===== src/rtl/adc_spi_responder.sv =====
// SPI responder that stands in for the ADC: serves LEAD_ZEROS null bits followed by an
// MSB-first sample on sdo, with sclk/chip_en oversampled on the system clock.
module adc_spi_responder #(
    parameter int DATA_W     = 10,
    parameter int LEAD_ZEROS = 2
) (
    input  logic              clk,
    input  logic              reset,
    input  logic              sclk,
    input  logic              chip_en,
    input  logic [DATA_W-1:0] sample_data,
    input  logic              sample_valid,
    output logic              sdo,
    output logic              busy,
    output logic              frame_done,
    output logic              frame_abort,
    output logic              stale,
    output logic              overrun
);

    localparam int F  = LEAD_ZEROS + DATA_W;
    localparam int CW = $clog2(F + 1);

    typedef enum logic [1:0] {IDLE, SHIFT, TRAIL} state_t;

    // Bit 0 carries sclk, bit 1 carries chip_en.
    logic [1:0] pin_raw;
    logic [1:0] sync1_reg, sync2_reg, hist_reg;

    assign pin_raw = {chip_en, sclk};

    generate
        for (genvar gi = 0; gi < 2; gi++) begin : g_sync
            always_ff @(posedge clk or negedge reset) begin
                if (!reset) begin
                    sync1_reg[gi] <= 1'b0;
                    sync2_reg[gi] <= 1'b0;
                    hist_reg[gi]  <= 1'b0;
                end else begin
                    sync1_reg[gi] <= pin_raw[gi];
                    sync2_reg[gi] <= sync1_reg[gi];
                    hist_reg[gi]  <= sync2_reg[gi];
                end
            end
        end
    endgenerate

    logic sclk_fall, cs_rise, cs_fall;
    assign sclk_fall = hist_reg[0] & ~sync2_reg[0];
    assign cs_rise   = sync2_reg[1] & ~hist_reg[1];
    assign cs_fall   = hist_reg[1] & ~sync2_reg[1];

    state_t              state_reg, state_next;
    logic [F-1:0]        shift_reg, shift_next;
    logic [CW-1:0]       cnt_reg, cnt_next;
    logic [DATA_W-1:0]   hold_reg, hold_next;
    logic                fresh_reg, fresh_next;
    logic                sdo_reg, sdo_next;
    logic                busy_reg, busy_next;
    logic                done_reg, done_next;
    logic                abort_reg, abort_next;
    logic                stale_reg, stale_next;
    logic                overrun_reg, overrun_next;
    logic                frame_start;

    always_comb begin
        state_next  = state_reg;
        shift_next  = shift_reg;
        cnt_next    = cnt_reg;
        stale_next  = stale_reg;
        done_next   = 1'b0;
        abort_next  = 1'b0;
        frame_start = 1'b0;
        case (state_reg)
            IDLE: begin
                if (cs_rise) begin
                    frame_start = 1'b1;
                    shift_next  = F'(hold_reg);
                    stale_next  = ~fresh_reg;
                    cnt_next    = CW'(F - 1);
                    state_next  = SHIFT;
                end
            end
            SHIFT: begin
                // A falling chip_en takes priority over a coincident sclk edge.
                if (cs_fall) begin
                    abort_next = 1'b1;
                    state_next = IDLE;
                end else if (sclk_fall) begin
                    shift_next = {shift_reg[F-2:0], 1'b0};
                    cnt_next   = cnt_reg - CW'(1);
                    if (cnt_reg == '0) begin
                        done_next  = 1'b1;
                        state_next = TRAIL;
                    end
                end
            end
            TRAIL: begin
                if (cs_fall) state_next = IDLE;
            end
            default: state_next = IDLE;
        endcase
        sdo_next  = (state_next == SHIFT) ? shift_next[F-1] : 1'b0;
        busy_next = (state_next != IDLE);
    end

    // A sample consumed by the starting frame is not overrun by same-cycle new data.
    always_comb begin
        hold_next    = hold_reg;
        fresh_next   = fresh_reg;
        overrun_next = 1'b0;
        if (sample_valid) begin
            hold_next    = sample_data;
            fresh_next   = 1'b1;
            overrun_next = fresh_reg & ~frame_start;
        end else if (frame_start) begin
            fresh_next = 1'b0;
        end
    end

    always_ff @(posedge clk or negedge reset) begin
        if (!reset) begin
            state_reg   <= IDLE;
            shift_reg   <= '0;
            cnt_reg     <= '0;
            hold_reg    <= '0;
            fresh_reg   <= 1'b0;
            sdo_reg     <= 1'b0;
            busy_reg    <= 1'b0;
            done_reg    <= 1'b0;
            abort_reg   <= 1'b0;
            stale_reg   <= 1'b0;
            overrun_reg <= 1'b0;
        end else begin
            state_reg   <= state_next;
            shift_reg   <= shift_next;
            cnt_reg     <= cnt_next;
            hold_reg    <= hold_next;
            fresh_reg   <= fresh_next;
            sdo_reg     <= sdo_next;
            busy_reg    <= busy_next;
            done_reg    <= done_next;
            abort_reg   <= abort_next;
            stale_reg   <= stale_next;
            overrun_reg <= overrun_next;
        end
    end

    assign sdo         = sdo_reg;
    assign busy        = busy_reg;
    assign frame_done  = done_reg;
    assign frame_abort = abort_reg;
    assign stale       = stale_reg;
    assign overrun     = overrun_reg;

endmodule

===== config.mk =====
export PLATFORM = sky130hd
export DESIGN_NAME = adc_spi_responder
export DESIGN_NICKNAME = d
export VERILOG_FILES = /design/src/rtl/adc_spi_responder.sv
export SDC_FILE = /design/constraint.sdc
export NUM_CORES = 1
export LEC_CHECK = 0
export ABC_AREA = 1
export CAP_MARGIN = 0
export CORE_MARGIN = 2
export CORE_UTILIZATION = 57
export CTS_BUF_LIST = sky130_fd_sc_hd__clkbuf_8
export CTS_CLUSTER_SIZE = 24
export DETAILED_ROUTE_END_ITERATION = 8
export PLACE_DENSITY = 0.81
export SYNTH_ARGS = -nofsm -noshare
export SYNTH_HDL_FRONTEND = slang
export SYNTH_SLANG_ARGS = --single-unit
export TNS_END_PERCENT = 1

===== constraint.sdc =====
create_clock -name clk -period 1.6 [get_ports clk]
set_clock_uncertainty 0.05 [all_clocks]
set_input_delay 0.16 -clock clk [delete_from_list [all_inputs] [get_ports clk]]
set_output_delay 0.16 -clock clk [all_outputs]
set_load 0.02 [all_outputs]

-- After elaboration in Yosys (flattened, before gate mapping)
Cells that the tools add are included.
- register bits: 41
- latch bits: 0
- bits in writable memories: 0
- memory bits (read-only): 0
- output and inout port bits: 6
- word-level logic and storage cells: 67
- memories: 0
- add/sub/neg operators: 1
- $mul: 0
- divide/modulo/power cells: 0
- order comparisons: 0
- eq/ne operators: 6
- shift operators: 0
- multiplexer cells: 26
- bitwise logic cells: 9
- reduce and logical (&&, ||, !) cells: 7
- operators by type and width (operator ; count):
    two-way mux 12 bit ; 3
    case mux 12 bit (2 select lines) ; 1
    two-way mux 1 bit ; 12
    two-way mux 4 bit ; 3
    two-way mux 2 bit ; 5
    case mux 4 bit (2 select lines) ; 1
    != test 2 bit, second input constant ; 3
    case mux 2 bit (3 select lines) ; 1
    nonzero test 2 bit ; 3
    NOT 1 bit ; 5
    AND 1 bit ; 4
    == test 2 x 1 -> 1 bit, second input constant ; 2
    zero test 4 bit ; 1
    AND reduction 4 bit ; 1
    subtractor 4 x 1 -> 4 bit, second input constant ; 1
    == test 2 bit, second input constant ; 1
    zero test 2 bit ; 1
    AND reduction 2 bit ; 1

-- Depth between registers and ports, before layout
Gate-level depths: netlist of the first run.
- word-level depth: 7
- gate-level depth with buffers: 8

-- Worst setup path before layout of the first run
Ideal clock, no wire load.
- path type: reg2reg
- start point: register sync2_reg[0]
- end point: register shift_reg[1]
- data arrival time: 1.009 ns
- data required time: 1.429 ns
- setup slack: 0.420 ns
- cell stages (with the launch flop): 8
- cell sequence: dfrtp_1 > nor2_2 > nand2_1 > nand2_2 > o21ai_4 > buf_6 > nand2_1 > nand2_1
- word-level cells in the longest chain between the ends: 4
- ends and longest elaborated chain (what ; RTL line ; RTL):
    from (decl) ; 28 ; logic [1:0] sync1_reg, sync2_reg, hist_reg;
    from (signal, indexed assignment) ; 41 ; sync2_reg[gi] <= sync1_reg[gi];
    NOT 1 bit ; 49 ; assign sclk_fall = hist_reg[0] & ~sync2_reg[0];
    AND 1 bit ; 49 ;
    != test 2 bit (no source line) ; -- ;
    AND reduction 4 bit (no source line) ; -- ;
    to (signal assigned) ; 136 ; shift_reg <= shift_next;
    to (decl) ; 54 ; logic [F-1:0] shift_reg, shift_next;
Every way passes these cells.
A chain may end at the register's enable or synchronous reset.

-- Worst setup path after layout of the first run
- start point: register stale_reg, in the netlist stale
- end point: output stale
- RTL lines (what ; RTL line ; RTL):
    from (decl) ; 62 ; logic stale_reg, stale_next;
    from (signal assigned) ; 144 ; stale_reg <= stale_next;
    to (decl) ; 17 ; output logic stale,
No word-level cell between the ends.

==> flow_results.xml, run 1 <==
<?xml version="1.0" encoding="UTF-8"?>
<metrics>
  <group name="synthesis">
    <metric name="synth_top_family_by_area" unit="">simple AND/OR/NAND/NOR gates</metric>
    <metric name="synth-simple-area-share" unit="%">22.8</metric>
    <metric name="yosys.cell_types.count" unit="">18</metric>
    <metric name="synth_fp_nets" unit="">210</metric>
    <metric name="syn-instance-count" unit="">193</metric>
    <metric name="synthesis.area" unit="mm2">0.00171</metric>
    <metric name="synth-compound-area-share" unit="%">7.69</metric>
    <metric name="yosys_reg_bits" unit="">41</metric>
    <metric name="avgSynthCellArea" unit="um2">8.85</metric>
    <metric name="sequential_to_total_area_share_from_yosys_stat" unit="%">60.1</metric>
    <metric name="yosys_warnings" unit="">0</metric>
    <metric name="synthMuxAreaShare" unit="%">0</metric>
    <metric name="synth-adder-area-share" unit="%">1.47</metric>
    <metric name="synth_xor_area_share" unit="%">0.513</metric>
  </group>
  <group name="clock_tree">
    <metric name="cts_made_buffers" unit="">5</metric>
    <metric name="insertion_delay" unit="ps">290</metric>
    <metric name="cts-htree-levels" unit="">2</metric>
    <metric name="cts.root.buffer_cell" unit="">sky130_fd_sc_hd__clkbuf_8</metric>
    <metric name="cts.repair.resized" unit="">0</metric>
    <metric name="postCtsSetupBuffers" unit="">0</metric>
    <metric name="holdBufCountCts" unit="">1</metric>
    <metric name="cts_buffer_depth" unit="">2</metric>
    <metric name="tritoncts" unit="">yes</metric>
    <metric name="clock_sink_count" unit="">41</metric>
    <metric name="path_clk_slew" unit="ps">80</metric>
  </group>
  <group name="timing">
    <metric name="fin_tns_setup" unit="ps">0</metric>
    <metric name="max_freq" unit="MHz">691</metric>
    <metric name="finalWorstPathRequiredPeriod" unit="ps">1450</metric>
    <metric name="slew_margin_rel" unit="%">67.2</metric>
    <metric name="setup_repair_after_global_routing_missed_its_margin" unit="">false</metric>
    <metric name="finalHoldViolations" unit="">0</metric>
    <metric name="report.final.slew_viol_count" unit="">0</metric>
    <metric name="period_share" unit="%">90.4</metric>
    <metric name="max_slew.worst_pin.slew" unit="ps">492</metric>
    <metric name="timing.final.setup_violations" unit="">0</metric>
    <metric name="post-route-worst-setup-slack" unit="ps">154</metric>
  </group>
  <group name="detailed_routing">
    <metric name="vias" unit="">1281</metric>
    <metric name="route.detailed.wl_per_inst" unit="um">12.3</metric>
    <metric name="antenna_left" unit="">0</metric>
    <metric name="detail_route.vias_per_cell" unit="">5.10</metric>
    <metric name="route.detailed.drc" unit="">1</metric>
    <metric name="postRouteWirelength" unit="mm">3.08</metric>
    <metric name="detailedRoute.firstIterationViolations" unit="">44</metric>
    <metric name="firstDrtPassIters" unit="">6</metric>
  </group>
  <group name="setup_path">
    <metric name="critical_path.cell_chain" unit="">clkdlybuf4s50_1</metric>
    <metric name="rr_worst_depth" unit="">5</metric>
    <metric name="cp_data_required_time" unit="ps">1390</metric>
    <metric name="timing.critical_path.arrival" unit="ps">1240</metric>
    <metric name="timing.critical_path.from" unit="">stale</metric>
    <metric name="reg2reg_setup_slack" unit="ps">230</metric>
    <metric name="worst-path-buf-inv" unit="">1</metric>
    <metric name="crit_path_end_kind" unit="">output pin</metric>
    <metric name="timing.setup.critical_path_class" unit="">reg -&gt; out</metric>
    <metric name="reg2reg_from" unit="">sync2_reg[0]</metric>
    <metric name="crit_slowest_cell" unit="">sky130_fd_sc_hd__clkdlybuf4s50_1</metric>
    <metric name="path_max_fanout" unit="">2</metric>
    <metric name="timing.critical_path.from_type" unit="">flop</metric>
    <metric name="critical-path-top-delay-family" unit="">buffers and inverters</metric>
    <metric name="slowest_stage_delay_cp" unit="ps">600</metric>
    <metric name="worstReg2RegEnd" unit="">shift_reg[1]</metric>
  </group>
  <group name="hold_path">
    <metric name="worstHoldPathCells" unit="">1</metric>
    <metric name="worstHoldPathType" unit="">in -&gt; reg</metric>
    <metric name="worst_hold_path.endpoint" unit="">sync1_reg[1]</metric>
    <metric name="hold_start" unit="">chip_en</metric>
  </group>
  <group name="global_routing">
    <metric name="grt_first_pass_wirelength" unit="mm">5.16</metric>
    <metric name="largest_net_degree_at_the_start_of_global_routing" unit="">42</metric>
    <metric name="number_of_global_route_vias_before_repair" unit="">1281</metric>
    <metric name="initial_antenna_violation_count" unit="">0</metric>
    <metric name="grt.overflow.total" unit="">0</metric>
    <metric name="gr-usage-all-layers" unit="%">20.1</metric>
  </group>
  <group name="pwr">
    <metric name="peakVddDrop" unit="V">0.000943</metric>
    <metric name="leakage" unit="nW">1.07</metric>
    <metric name="power-per-cell-area" unit="mW/mm2">1420</metric>
  </group>
  <group name="die">
    <metric name="io_pins" unit="">21</metric>
    <metric name="vertical_die_dimension" unit="um">58.7</metric>
    <metric name="floorplan.core_area" unit="mm2">0.00281</metric>
    <metric name="initial_utilization" unit="%">60.9</metric>
    <metric name="design.die.area" unit="mm2">0.00345</metric>
    <metric name="die_w" unit="um">58.7</metric>
    <metric name="row_count" unit="">19</metric>
  </group>
  <group name="placed_design">
    <metric name="dpl_worst_slack" unit="ps">252</metric>
    <metric name="placed_cells" unit="">242</metric>
    <metric name="post_dp_hpwl" unit="mm">2.25</metric>
    <metric name="gp_congestion" unit="">0.819</metric>
    <metric name="buffer_ports.inserted" unit="">20</metric>
  </group>
  <group name="layout">
    <metric name="diodes" unit="">0</metric>
    <metric name="area_growth" unit="%">19.3</metric>
    <metric name="total_number_of_nets_in_the_final_design" unit="">236</metric>
    <metric name="largest_register_ff_count" unit="">12</metric>
    <metric name="final_common_cell" unit="">sky130_fd_sc_hd__nand2_1</metric>
    <metric name="drive_gt1_share" unit="%">10.5</metric>
    <metric name="fin_cells" unit="">251</metric>
    <metric name="most-common-layout-cells" unit="">60 x sky130_fd_sc_hd__nand2_1, 41 x sky130_fd_sc_hd__dfrtp_1, 22 x sky130_fd_sc_hd__inv_1, 22 x sky130_fd_sc_hd__nor2_1, 19 x sky130_fd_sc_hd__clkdlybuf4s50_1</metric>
    <metric name="fillerInstances" unit="">217</metric>
  </group>
  <group name="run_status">
    <metric name="run_status" unit="">finished, violations left</metric>
    <metric name="violations" unit="">DRC</metric>
  </group>
  <group name="run">
    <metric name="drv_cap" unit="">0</metric>
  </group>
</metrics>
-- cells by family (layout without fill, tap and decap cells) --
group | after synthesis | after routing
AOI/OAI and AO/OA | 24 | 24
xor gates and xnor gates | 1 | 1
and+or+nand+nor | 95 | 95
DFF | 41 | 41
buffers and inverters | 30 | 57
adders and majority gates | 2 | 2
-- power breakdown --
part | switching, mW | internal [mW] | leakage (nW)
Combinational | 0.456 | 0.295 | 0.505
Clock | 0.335 | 0.390 | 0.0542
Sequential | 0.151 | 1.26 | 0.513
Total | 0.941 | 1.95 | 1.07
-- synthesized netlist by cell type --
cell type / instances / area, um2
sky130_fd_sc_hd__nand3_1: 4 / 20.0
sky130_fd_sc_hd__clkbuf_1: 2 / 7.51
sky130_fd_sc_hd__nor2_1: 22 / 82.6
sky130_fd_sc_hd__buf_6: 2 / 22.5
sky130_fd_sc_hd__inv_1: 22 / 82.6
sky130_fd_sc_hd__dfrtp_1: 41 / 1030
sky130_fd_sc_hd__o21ai_0: 12 / 60.1
sky130_fd_sc_hd__inv_2: 4 / 15.0
sky130_fd_sc_hd__a21oi_1: 11 / 55.1
sky130_fd_sc_hd__nand2_1: 60 / 225
sky130_fd_sc_hd__nand2_2: 3 / 18.8
sky130_fd_sc_hd__o21ai_4: 1 / 16.3
sky130_fd_sc_hd__nor2_2: 3 / 18.8
sky130_fd_sc_hd__ha_1: 2 / 25.0
sky130_fd_sc_hd__nor3_1: 1 / 5.00
sky130_fd_sc_hd__xnor2_1: 1 / 8.76
sky130_fd_sc_hd__nand3b_1: 1 / 7.51
sky130_fd_sc_hd__nand2_4: 1 / 11.3
-- metal layers --
layer / wire (um) / track usage (%) / up-vias
met3: 134 / 4.62 / 6
met5: 0 / 0 / -
met4: 61 / 11.0 / 0
met2: 1580 / 35.1 / 39
li1: - / - / 637
met1: 1310 / 22.7 / 599
-- how the worst max path moves through the flow --
stage,endpoint,slack (ps),depth (start not counted)
4_1_cts,stale,140,1
6_report,stale,150,1
5_1_grt,shift_reg[2],90,5
2_1_floorplan,shift_reg[1],420,7
3_5_place_dp,cnt_reg[0],250,4
3_3_place_gp,cnt_reg[0],290,4
-- cell type report --
type | count | area [um2] | share of cell area, %
flip-flops and latches | 41 | 1030 | 50.3
multi-input cells | 122 | 554 | 27.2
repair buffers | 23 | 220 | 10.8
inverters | 26 | 97.6 | 4.79
clock buffers | 7 | 96.3 | 4.73
well taps | 31 | 38.8 | 1.90
clock inverters | 1 | 5.00 | 0.246
-- through the flow --
step	hold WS (ps)	utilization, %	area (um2)	power (mW)
floorplan	-186	-	1710	1.94
global placement	186	68.7	1930	2.12
detailed placement	191	68.7	1930	2.18
CTS	253	72.7	2040	2.91
global route	248	72.7	2040	3.06
finish	258	72.7	2040	2.89
No activity file was read; power rests on OpenSTA's default activity.
==> run 2: changes to the inputs <==
Settings changed: CORE_MARGIN 2 to 8.
==> run 2 against run 1 <==
Effect of this change: the run now ends clean; power decreased by 2.5%; worst hold slack improved by 1.1 ps; combinational power is essentially flat; utilization shrank 4.1 points; critical path type unchanged.
==> flow_results.xml, run 2 (synthesis gave the netlist of run 1 again) <==
<?xml version="1.0" encoding="UTF-8"?>
<metrics>
  <group name="clock_tree">
    <metric name="cts-htree-levels" unit="">2</metric>
    <metric name="cts_made_buffers" unit="">5</metric>
    <metric name="insertion_delay" unit="ps">290</metric>
    <metric name="tritoncts" unit="">yes</metric>
    <metric name="clock_sink_count" unit="">41</metric>
    <metric name="cts_buffer_depth" unit="">2</metric>
    <metric name="postCtsSetupBuffers" unit="">0</metric>
    <metric name="cts.root.buffer_cell" unit="">sky130_fd_sc_hd__clkbuf_8</metric>
    <metric name="path_clk_slew" unit="ps">70</metric>
  </group>
  <group name="global_routing">
    <metric name="gr-usage-all-layers" unit="%">13.9</metric>
    <metric name="grt.overflow.total" unit="">0</metric>
    <metric name="largest_net_degree_at_the_start_of_global_routing" unit="">42</metric>
    <metric name="initial_antenna_violation_count" unit="">0</metric>
    <metric name="grt_first_pass_wirelength" unit="mm">5.51</metric>
    <metric name="number_of_global_route_vias_before_repair" unit="">1303</metric>
  </group>
  <group name="die">
    <metric name="floorplan.core_area" unit="mm2">0.00295</metric>
    <metric name="die_w" unit="um">70.7</metric>
    <metric name="initial_utilization" unit="%">57.8</metric>
    <metric name="row_count" unit="">20</metric>
    <metric name="io_pins" unit="">21</metric>
    <metric name="vertical_die_dimension" unit="um">70.7</metric>
    <metric name="design.die.area" unit="mm2">0.00500</metric>
  </group>
  <group name="pwr">
    <metric name="leakage" unit="nW">1.07</metric>
    <metric name="power-per-cell-area" unit="mW/mm2">1390</metric>
    <metric name="peakVddDrop" unit="V">0.000618</metric>
  </group>
  <group name="run_status">
    <metric name="run_status" unit="">completed</metric>
  </group>
  <group name="layout">
    <metric name="area_growth" unit="%">18.6</metric>
    <metric name="diodes" unit="">0</metric>
    <metric name="area_of_the_multi_input_gates" unit="um2">554</metric>
    <metric name="largest_register_ff_count" unit="">12</metric>
    <metric name="most-common-layout-cells" unit="">60 x sky130_fd_sc_hd__nand2_1, 41 x sky130_fd_sc_hd__dfrtp_1, 23 x sky130_fd_sc_hd__inv_1</metric>
    <metric name="final_common_cell" unit="">sky130_fd_sc_hd__nand2_1</metric>
    <metric name="total_number_of_nets_in_the_final_design" unit="">236</metric>
    <metric name="seqCellArea" unit="mm2">0.00103</metric>
    <metric name="fillerInstances" unit="">257</metric>
    <metric name="drive_gt1_share" unit="%">9.59</metric>
  </group>
  <group name="timing">
    <metric name="finalWorstPathRequiredPeriod" unit="ps">1450</metric>
    <metric name="fin_hold_ws" unit="ps">259</metric>
    <metric name="timing.final.setup_violations" unit="">0</metric>
    <metric name="max_freq" unit="MHz">689</metric>
    <metric name="finalHoldViolations" unit="">0</metric>
    <metric name="slew_margin_rel" unit="%">67.0</metric>
    <metric name="fin_tns_setup" unit="ps">0</metric>
    <metric name="report.final.slew_viol_count" unit="">0</metric>
    <metric name="setup_repair_after_global_routing_missed_its_margin" unit="">false</metric>
    <metric name="period_share" unit="%">90.8</metric>
    <metric name="max_slew.worst_pin.slew" unit="ps">495</metric>
  </group>
  <group name="setup_path">
    <metric name="critical_path.cell_chain" unit="">clkdlybuf4s50_1</metric>
    <metric name="crit_slowest_cell" unit="">sky130_fd_sc_hd__clkdlybuf4s50_1</metric>
    <metric name="crit_path_end_kind" unit="">output pin</metric>
    <metric name="critical-path-top-delay-family" unit="">buffers and inverters</metric>
    <metric name="path_max_fanout" unit="">2</metric>
    <metric name="timing.critical_path.from_type" unit="">flop</metric>
    <metric name="worst-path-buf-inv" unit="">1</metric>
    <metric name="timing.setup.critical_path_class" unit="">reg -&gt; out</metric>
    <metric name="slowest_stage_delay_cp" unit="ps">610</metric>
    <metric name="cp_data_required_time" unit="ps">1390</metric>
    <metric name="timing.critical_path.arrival" unit="ps">1240</metric>
  </group>
  <group name="placed_design">
    <metric name="gp_congestion" unit="">0.880</metric>
    <metric name="post_dp_hpwl" unit="mm">2.33</metric>
    <metric name="buffer_ports.inserted" unit="">20</metric>
  </group>
  <group name="detailed_routing">
    <metric name="route.detailed.wl_per_inst" unit="um">12.3</metric>
    <metric name="vias" unit="">1263</metric>
    <metric name="route.detailed.drc" unit="">0</metric>
    <metric name="firstDrtPassIters" unit="">4</metric>
    <metric name="postRouteWirelength" unit="mm">3.11</metric>
    <metric name="detailedRoute.firstIterationViolations" unit="">70</metric>
    <metric name="antenna_left" unit="">0</metric>
    <metric name="detail_route.vias_per_cell" unit="">5.01</metric>
  </group>
  <group name="hold_path">
    <metric name="worstHoldPathType" unit="">in -&gt; reg</metric>
  </group>
  <group name="run">
    <metric name="drv_cap" unit="">0</metric>
  </group>
</metrics>
run 2: cell count changes in the layout (fill, tap and decap cells not counted), sizes merged:
| cell | before | now |
|---|---|---|
| inv | 26 | 27 |
| clkinv | 1 | 0 |
| clkbuf | 7 | 6 |
run 2: layout make-up:
cell class / instances / share of cell area (%)
sequential: 41 / 50.6
multi-input combinational: 122 / 27.4
timing repair buffer: 23 / 10.9
inverter: 26 / 4.82
clock buffer: 6 / 4.08
tap: 33 / 2.04
clock inverter: 1 / 0.185
run 2: path summary, 6_finish.rpt:
path | slack [ps] | endpoint | from | cells past startpoint
min in group asynchronous | 410 | frame_done | reset | 3
max in group asynchronous | 740 | hold_reg[2] | reset | 3
max reg2reg | 230 | shift_reg[1] | sync2_reg[0] | 5
min reg2reg | 300 | sync2_reg[1] | sync1_reg[1] | 0
min | 260 | sync1_reg[0] | sclk | 1
max | 150 | stale | stale | 1
run 2: stage by stage:
| step | area, um2 | instances | worst slack [ps] | power [mW] | utilization, % |
|---|---|---|---|---|---|
| 6_report | 2030 | 252 | 148 | 2.81 | 68.6 |
| 5_1_grt | 2030 | 252 | 102 | 2.99 | 68.6 |
| 4_1_cts | 2030 | 252 | 134 | 2.83 | 68.6 |
| 3_5_place_dp | 1930 | 244 | 256 | 2.17 | 65.3 |
| 3_3_place_gp | 1930 | 244 | 313 | 2.13 | 65.3 |
| 2_1_floorplan | 1710 | 193 | 420 | 1.94 | - |
run 2: layer usage:
metal,GRT usage [%],routed length [um],up-vias
met3,5.23,140,6
met4,5.54,54,0
met2,24.4,1570,29
met5,0,0,-
met1,14.6,1350,595
li1,-,-,633
run 2: power breakdown:
part           total, mW  leakage (nW)  internal, mW  switching [mW]
registers           1.41         0.513          1.26           0.151
clock network      0.653        0.0485         0.335           0.318
logic              0.748         0.505         0.296           0.452
total               2.81          1.07          1.89           0.921
run 2: repair_timing:
action | in CTS | in global routing
endpoints found under the hold margin | 41 | 0
gates resized for setup | 0 | 0
hold buffers | 1 | 0
==> run 3: changes to the inputs <==
Settings changed: CAP_MARGIN 0 to 30.
==> results of run 3 <==
No change in the layout: final DEF, timing and power equal those of run 2.
